File: config.mk
export PLATFORM = sky130hd
export DESIGN_NAME = router_out_arbiter
export DESIGN_NICKNAME = d
export VERILOG_FILES = /design/src/rtl/router_out_arbiter.sv
export SDC_FILE = /design/constraint.sdc
export NUM_CORES = 1
export LEC_CHECK = 0
export CORE_MARGIN = 2
export CORE_UTILIZATION = 25
export CTS_CLUSTER_DIAMETER = 150
export DETAILED_ROUTE_END_ITERATION = 12
export SLEW_MARGIN = 0
export SYNTH_ARGS = -nofsm -noshare
export SYNTH_HDL_FRONTEND = slang
export SYNTH_SLANG_ARGS = --single-unit
File: constraint.sdc
create_clock -name clock -period 3.27 [get_ports clock]
set_clock_uncertainty 0.05 [all_clocks]
set_input_delay 0.327 -clock clock [delete_from_list [all_inputs] [get_ports clock]]
set_output_delay 0.327 -clock clock [all_outputs]
set_load 0.03 [all_outputs]
File: src/rtl/router_out_arbiter.sv
// Round-robin scheduler merging three router output FIFOs onto one byte link.
// Holds the grant for a whole packet, checks parity on the fly, aborts on flush or stall.
module router_out_arbiter #(
    parameter int unsigned MAX_STALL = 30
) (
    input  logic       clock,
    input  logic       resetn,
    input  logic       vld_out_0,
    input  logic       vld_out_1,
    input  logic       vld_out_2,
    input  logic [7:0] data_out_0,
    input  logic [7:0] data_out_1,
    input  logic [7:0] data_out_2,
    input  logic       soft_reset_0,
    input  logic       soft_reset_1,
    input  logic       soft_reset_2,
    output logic       read_enb_0,
    output logic       read_enb_1,
    output logic       read_enb_2,
    output logic [7:0] link_data,
    output logic       link_valid,
    input  logic       link_ready,
    output logic       link_sop,
    output logic       link_eop,
    output logic       parity_err,
    output logic       pkt_abort,
    output logic       busy
);

    typedef enum logic [1:0] {
        ST_IDLE  = 2'd0,
        ST_XFER  = 2'd1,
        ST_ABORT = 2'd2
    } state_t;

    localparam logic [7:0] STALL_LIMIT = 8'(MAX_STALL);

    state_t     state_q, state_d;
    logic [1:0] grant_q, grant_d;
    logic [1:0] last_grant_q, last_grant_d;
    logic       first_q, first_d;
    logic [6:0] remaining_q, remaining_d;
    logic [7:0] acc_q, acc_d;
    logic [7:0] stall_q, stall_d;
    logic       parity_err_q, parity_err_d;
    logic       pkt_abort_q, pkt_abort_d;
    logic       busy_q, busy_d;

    logic [2:0] req_s;
    logic       g_vld_s, g_srst_s;
    logic [7:0] g_data_s;
    logic       xfer_s;
    logic [7:0] stall_inc_s;
    logic [1:0] pick_s, cand_s;
    logic       pick_ok_s;

    function automatic logic [1:0] next_port(input logic [1:0] p);
        case (p)
            2'd0:    next_port = 2'd1;
            2'd1:    next_port = 2'd2;
            default: next_port = 2'd0;
        endcase
    endfunction

    assign req_s = {vld_out_2 & ~soft_reset_2, vld_out_1 & ~soft_reset_1, vld_out_0 & ~soft_reset_0};
    assign stall_inc_s = (stall_q == 8'hFF) ? stall_q : stall_q + 8'd1;

    assign parity_err = parity_err_q;
    assign pkt_abort  = pkt_abort_q;
    assign busy       = busy_q;

    // Select the granted FIFO's handshake and head byte
    always_comb begin
        case (grant_q)
            2'd0: begin
                g_vld_s  = vld_out_0;
                g_srst_s = soft_reset_0;
                g_data_s = data_out_0;
            end
            2'd1: begin
                g_vld_s  = vld_out_1;
                g_srst_s = soft_reset_1;
                g_data_s = data_out_1;
            end
            2'd2: begin
                g_vld_s  = vld_out_2;
                g_srst_s = soft_reset_2;
                g_data_s = data_out_2;
            end
            default: begin
                g_vld_s  = 1'b0;
                g_srst_s = 1'b0;
                g_data_s = 8'h00;
            end
        endcase
    end

    // Round-robin search starting just after the last granted port
    always_comb begin
        pick_s    = 2'd0;
        pick_ok_s = 1'b0;
        cand_s    = last_grant_q;
        for (int k = 0; k < 3; k++) begin
            cand_s = next_port(cand_s);
            if (!pick_ok_s && req_s[cand_s]) begin
                pick_s    = cand_s;
                pick_ok_s = 1'b1;
            end else begin
                pick_ok_s = pick_ok_s;
            end
        end
    end

    // Link side is a combinational pass-through of the granted FIFO
    always_comb begin
        if (state_q == ST_XFER) begin
            link_valid = g_vld_s & ~g_srst_s;
        end else begin
            link_valid = 1'b0;
        end
        link_data  = link_valid ? g_data_s : 8'h00;
        xfer_s     = link_valid & link_ready;
        link_sop   = link_valid & first_q;
        link_eop   = link_valid & ~first_q & (remaining_q == 7'd1);
        read_enb_0 = xfer_s & (grant_q == 2'd0);
        read_enb_1 = xfer_s & (grant_q == 2'd1);
        read_enb_2 = xfer_s & (grant_q == 2'd2);
    end

    // Next-state, packet tracking, parity and stall bookkeeping
    always_comb begin
        state_d      = state_q;
        grant_d      = grant_q;
        last_grant_d = last_grant_q;
        first_d      = first_q;
        remaining_d  = remaining_q;
        acc_d        = acc_q;
        stall_d      = stall_q;
        parity_err_d = 1'b0;
        case (state_q)
            ST_IDLE: begin
                if (pick_ok_s) begin
                    grant_d     = pick_s;
                    state_d     = ST_XFER;
                    first_d     = 1'b1;
                    remaining_d = 7'd0;
                    acc_d       = 8'h00;
                    stall_d     = 8'd0;
                end else begin
                    state_d = ST_IDLE;
                end
            end
            ST_XFER: begin
                // Abort outranks any transfer in the same cycle
                if (g_srst_s || (!g_vld_s && (stall_inc_s >= STALL_LIMIT))) begin
                    state_d      = ST_ABORT;
                    last_grant_d = grant_q;
                    first_d      = 1'b0;
                    remaining_d  = 7'd0;
                    acc_d        = 8'h00;
                    stall_d      = 8'd0;
                end else if (xfer_s) begin
                    stall_d = 8'd0;
                    if (first_q) begin
                        remaining_d = {1'b0, g_data_s[7:2]} + 7'd1;
                        acc_d       = g_data_s;
                        first_d     = 1'b0;
                    end else if (remaining_q == 7'd1) begin
                        parity_err_d = (g_data_s != acc_q);
                        last_grant_d = grant_q;
                        state_d      = ST_IDLE;
                        remaining_d  = 7'd0;
                        acc_d        = 8'h00;
                    end else begin
                        remaining_d = remaining_q - 7'd1;
                        acc_d       = acc_q ^ g_data_s;
                    end
                end else if (!g_vld_s) begin
                    stall_d = stall_inc_s;
                end else begin
                    stall_d = 8'd0;
                end
            end
            ST_ABORT: begin
                state_d = ST_IDLE;
            end
            default: begin
                state_d = ST_IDLE;
            end
        endcase
        pkt_abort_d = (state_d == ST_ABORT);
        busy_d      = (state_d != ST_IDLE);
    end

    // State and registered status outputs
    always_ff @(posedge clock or negedge resetn) begin
        if (!resetn) begin
            state_q      <= ST_IDLE;
            grant_q      <= 2'd0;
            last_grant_q <= 2'd2;
            first_q      <= 1'b0;
            remaining_q  <= 7'd0;
            acc_q        <= 8'h00;
            stall_q      <= 8'd0;
            parity_err_q <= 1'b0;
            pkt_abort_q  <= 1'b0;
            busy_q       <= 1'b0;
        end else begin
            state_q      <= state_d;
            grant_q      <= grant_d;
            last_grant_q <= last_grant_d;
            first_q      <= first_d;
            remaining_q  <= remaining_d;
            acc_q        <= acc_d;
            stall_q      <= stall_d;
            parity_err_q <= parity_err_d;
            pkt_abort_q  <= pkt_abort_d;
            busy_q       <= busy_d;
        end
    end

endmodule

==> flow_metrics.tcl, run 1 <==
set metrics [dict create \
    netlist_instances 277 \
    fp.dieArea_um2 10400 \
    ys_seq_elements 33 \
    cp_max_fo 12 \
    seqPwrFrac_pct 23.5 \
    combPwrFrac_pct 61.8 \
    start_kind "flip-flop" \
    grt_pass1_vias 2229 \
    hold_viol 0 \
    io_buffers 49 \
    dp_hpwl_um 5080 \
    finalCritPeriodShare_pct 93.1 \
    synth_edf_count 0 \
    worstPathCellList "buf_4 > nor2b_1 > o2bb2ai_2 > nand2_1 > nor3_1 > clkdlybuf4s50_1" \
    layout.nets 371 \
    timing.fmax_mhz 328 \
    cap_viol_max_count 0 \
    syn-num-nets 314 \
    dr_total_vias 2282 \
    power_density_nw_per_um2 873 \
    avgSynthCellArea_um2 8.70 \
    switchingPower_uw 1300 \
    wire_per_inst_um 14.6 \
    p_clk_share_pct 14.6 \
    synthFlopType "dfrtp_1" \
    antenna_cells 0 \
    p_int_uw 1500 \
    min_period_ps 3050 \
    rsz0062_at_grt "no" \
    start_util_pct 26.0 \
    antenna_found_initial 0 \
    cts_made_buffers 5 \
    drt-total-wl_um 6790 \
    setup_violations 0 \
    cp-end-kind "output port" \
    syn_area_um2 2410 \
    cp_data_arrival_time_ps 2670 \
    via_per_inst 4.92 \
    htreeDepth 2 \
    max_stage_delay_ps 710 \
    vdd_ir_drop_max_uv 245 \
    worstSetupPathType "reg -> out" \
    ctsResizeCount 0 \
    drc 0 \
    core_area_um2 9280 \
    slew_headroom_pct 39.6 \
    dp_slack_ps 404 \
    fin_tns_setup_ps 0 \
    gp_congestion 0.827 \
    clk_pin_slew_ps 80 \
    core.rowCount 35 \
    final_cell_mix "clkdlybuf4s50_1 (49), nand2_1 (32), dfrtp_1 (32)" \
    postCtsSetupBuffers 0 \
    drt-pass1-iter-count 4 \
    cts_sinks 33 \
    die_h_um 102 \
    pin_count 50 \
    cts.hold.buffers_added 0 \
    status "finished clean" \
    tightest_slew_ps 899 \
    die_x_um 102 \
    clockBufferDepth 2 \
    area_growth_syn_to_layout_pct 32.9 \
    async_flop_share_pct 100 \
    report.final.slew_viol_count 0 \
    final_common_cell "clkdlybuf4s50_1" \
    design_area_um2 3200 \
    grt_remaining_overflow 0 \
    worstPathRequired_ps 2890 \
    root_buffer "clkbuf_8" \
    drive_gt1_share_pct 10.1 \
    yosysSeqAreaShare_pct 34.3 \
    swShare_pct 46.6 \
    cp_slowest_cell "clkdlybuf4s50_1" \
    hp-class "in -> async" \
    grt_pass1_wl_um 10800 \
    cts_tree "yes" \
    ys_types 58 \
    grtUsageTotal_pct 13.1 \
    drt_iter0_drc 148 \
    clock_latency_ps 290 \
    yosysWarnings 0 \
    place_area_um2 3090 \
    detail-route-antenna-nets 0 \
    grt_max_degree 34 \
    setup_ws_ps 225 \
    p_leak_uw 0.00132 \
]
## layer usage
metal  GRT usage (%)  wire [µm]  vias to the layer above
li1                -          -                     1121
met1            17.0       3160                     1077
met2            22.2       3110                       78
met3            2.46        438                        6
met4            4.21         85                        0
met5               0          0                        -
## registers in the layout, indices dropped and copies added, names as in the netlist
signal / cells
acc_q: 8
state_q: 2
busy: 1
stall_q: 8
remaining_q: 7
pkt_abort: 1
grant_q: 2
parity_err: 1
last_grant_q: 2
first_q: 1
## power by group through the flow
stage	registers [µW]	clock network, µW	logic, µW
2_1_floorplan	643	0	1240
3_3_place_gp	657	0	1690
3_5_place_dp	662	0	1720
4_1_cts	656	420	1740
5_1_grt	677	436	1900
6_report	658	410	1730
## critical path, delay by kind of cell (launching register included)
family,cells,cell delay (ps)
buffers and inverters,2,940
AOI/OAI and AO/OA,1,220
DFF,1,450
and+or+nand+nor,3,770
## Yosys cell counts, types with 3 or more instances
library cell | n | area [µm²]
dfrtp_1 | 32 | 801
nand2_1 | 32 | 120
nor2_1 | 23 | 86.3
inv_1 | 19 | 71.3
a21oi_1 | 13 | 65.1
mux2i_1 | 11 | 110
xnor2_1 | 11 | 96.3
a31oi_1 | 10 | 62.6
nand3_1 | 10 | 50.1
and3_1 | 8 | 50.1
o21ai_0 | 8 | 40.0
xor2_1 | 7 | 61.3
nor3_1 | 6 | 30.0
o221ai_1 | 6 | 52.6
o22ai_1 | 6 | 37.5
nor2b_1 | 5 | 31.3
and2_1 | 4 | 25.0
buf_2 | 4 | 20.0
ha_1 | 4 | 50.1
nand2b_1 | 4 | 25.0
nand4_1 | 3 | 18.8
nor4_1 | 3 | 18.8
o31ai_1 | 3 | 22.5
## worst paths after layout
check / slack (ps) / end / startpoint / cells after the start
max: 220 / link_eop / grant_q[1]$_DFFE_PN0P_ / 6
min: 410 / stall_q[0]$_DFFE_PN0P_ / resetn / 2
max reg2reg: 510 / acc_q[6]$_DFFE_PN0P_ / stall_q[0]$_DFFE_PN0P_ / 7
min reg2reg: 480 / remaining_q[1]$_DFFE_PN0P_ / remaining_q[1]$_DFFE_PN0P_ / 2
max in group asynchronous: 2420 / last_grant_q[1]$_DFFE_PN1P_ / resetn / 2
min in group clock: 480 / remaining_q[1]$_DFFE_PN0P_ / remaining_q[1]$_DFFE_PN0P_ / 2
## cells by family after synthesis
kind of cell | share of synthesized area [%]
XOR/XNOR | 6.54
AO/OA/AOI/OAI | 22.7
flip-flops | 34.3
buffers and inverters | 5.34
multiplexers | 5.03
adder cells (fa/ha/maj) | 2.08
AND/OR/NAND/NOR | 24.0
## final cells by class
type                       count  area [µm²]
clock inverter                 1        30.0
multi-input combinational    215        1460
clock buffer                   7        86.3
fill                         968        6080
sequential                    33         827
timing repair buffer          60         573
inverter                      19        71.3
tap                          129         161
## per-stage QoR
step           hold slack (ps)  power, µW  util [%]  std cells
6_report                   405       2800      34.5        464
2_1_floorplan            -18.6       1890         -        277
5_1_grt                    441       3010      34.5        464
4_1_cts                    428       2810      34.5        464
3_5_place_dp               473       2390      33.3        456
3_3_place_gp               460       2350      33.3        456
Note: power is estimated with default switching activity, not from simulation.
==> run 2: changes to the inputs <==
Settings changed: SKIP_CTS_REPAIR_TIMING set to 1, SKIP_LAST_GASP set to 1.
Clock period 3.27 ns to 3.78 ns, I/O delays scaled along.
==> run 2 against run 1 <==
Net effect:
- power decreased by 15%
- count of clock-buffer cells in the layout decreased by 2
- sequential share of layout area increased by 0.13 points
- clock power decreased by 18%
- non-clock buffer count decreased by 2
- worst hold slack improved by 68 ps
- critical path depth unchanged
- final area decreased by 0.51%
- final cell count decreased by 0.43%
- sequential cell count unchanged
- critical path type unchanged
- critical endpoint is now link_data[7]
==> flow_metrics.tcl, run 2 (same netlist as run 1, synthesis figures left out) <==
set metrics [dict create \
    status "finished clean" \
    pin_count 50 \
    r2r_cells 7 \
    cp_max_fo 8 \
    top_regs "acc_q: 8 flops, stall_q: 8 flops, remaining_q: 7 flops" \
    drt-pass1-iter-count 4 \
    multi_input_area_um2 1460 \
    fin_tns_setup_ps 0 \
    fp.dieArea_um2 10400 \
    cts_sinks 33 \
    vdd_ir_drop_max_uv 202 \
    drc 0 \
    root_buffer "clkbuf_8" \
    slew_headroom_pct 50.5 \
    hold_viol 0 \
    final_common_cell "clkdlybuf4s50_1" \
    antenna_cells 0 \
    drt_iter0_drc 155 \
    finalCritPeriodShare_pct 79.3 \
    hp-class "in -> async" \
    setup_violations 0 \
    clockBufferDepth 2 \
    cts_made_buffers 5 \
    regToRegEndpoint "acc_q[6]$_DFFE_PN0P_" \
    via_per_inst 4.88 \
    design_area_um2 3190 \
    layout.nets 369 \
    dp_hpwl_um 5020 \
    crit_start "grant_q[1]$_DFFE_PN0P_" \
    grtUsageTotal_pct 12.6 \
    grt_max_degree 20 \
    place_area_um2 3070 \
    core.rowCount 35 \
    cp_data_arrival_time_ps 2570 \
    grt_pass1_wl_um 10400 \
    die_h_um 102 \
    io_buffers 49 \
    grt_pass1_vias 2164 \
    area_growth_syn_to_layout_pct 32.2 \
    clk_pin_slew_ps 80 \
    start_util_pct 26.0 \
    final_cell_mix "clkdlybuf4s50_1 (49), nand2_1 (32), dfrtp_1 (32)" \
    rr_startpoint "stall_q[0]$_DFFE_PN0P_" \
    report.final.slew_viol_count 0 \
    rsz0062_at_grt "no" \
    dp_slack_ps 802 \
    antenna_found_initial 0 \
    fillerInstances 985 \
    clock_latency_ps 290 \
    power_density_nw_per_um2 743 \
    start_kind "flip-flop" \
    htreeDepth 2 \
    cap_viol_max_count 0 \
    grt_remaining_overflow 0 \
    min_period_ps 3000 \
    dr_total_vias 2256 \
    cp-end-kind "output port" \
    drive_gt1_share_pct 9.91 \
    detail-route-antenna-nets 0 \
    p_leak_uw 0.00131 \
    timing.fmax_mhz 334 \
    cts_tree "yes" \
    wire_per_inst_um 14.2 \
    ff_latch_area_um2 827 \
    worstPathRequired_ps 3350 \
    worstSetupPathType "reg -> out" \
    gp_congestion 0.864 \
    die_x_um 102 \
    core_area_um2 9280 \
    drt-total-wl_um 6580 \
    setup_ws_ps 783 \
    rrSetupSlack_ps 1070 \
    tightest_slew_ps 740 \
]
-- run 2: how the worst max path moves through the flow --
stage,endpoint,slack [ps],cells past startpoint
after CTS,link_eop,750,5
after global routing,link_data[2],650,6
final,link_data[7],780,6
after global placement,link_eop,890,6
after detailed placement,link_eop,800,6
after floorplan,read_enb_2,1520,6
-- run 2: final cells by class --
class | count | area share (%)
Sequential cell | 33 | 25.9
Inverter | 19 | 2.24
Multi-Input combinational cell | 215 | 45.6
Clock inverter | 3 | 1.45
Clock buffer | 5 | 2.16
Tap cell | 129 | 5.06
Timing Repair Buffer | 58 | 17.5
-- run 2: routing by layer --
metal  vias to the layer above  GRT usage [%]  part of all wire (%)
met5                         -              0                     0
met4                         0           2.67                  0.52
met3                         2           2.87                   7.5
met2                        81           22.2                    48
met1                      1056           15.7                    44
li1                       1117              -                     -
-- run 2: metrics by stage --
stage	cells	power [µW]	hold slack (ps)	util (%)
floorplan	277	1630	32.4	-
global placement	454	2020	455	33.1
detailed placement	454	2040	468	33.1
CTS	462	2380	491	34.3
global route	462	2570	513	34.3
finish	462	2370	473	34.3
-- run 2: power breakdown --
part	total (µW)	internal [µW]	switching [µW]
clock	336	197	138
combinational	1460	598	860
sequential	575	464	112
-- run 2: critical path, cell delays in order (launching register included) --
cell	delay, ps
dfrtp_1	460
nor2b_1	290
buf_4	220
nand2_1	60
o21ai_1	340
and3_1	240
clkdlybuf4s50_1	670
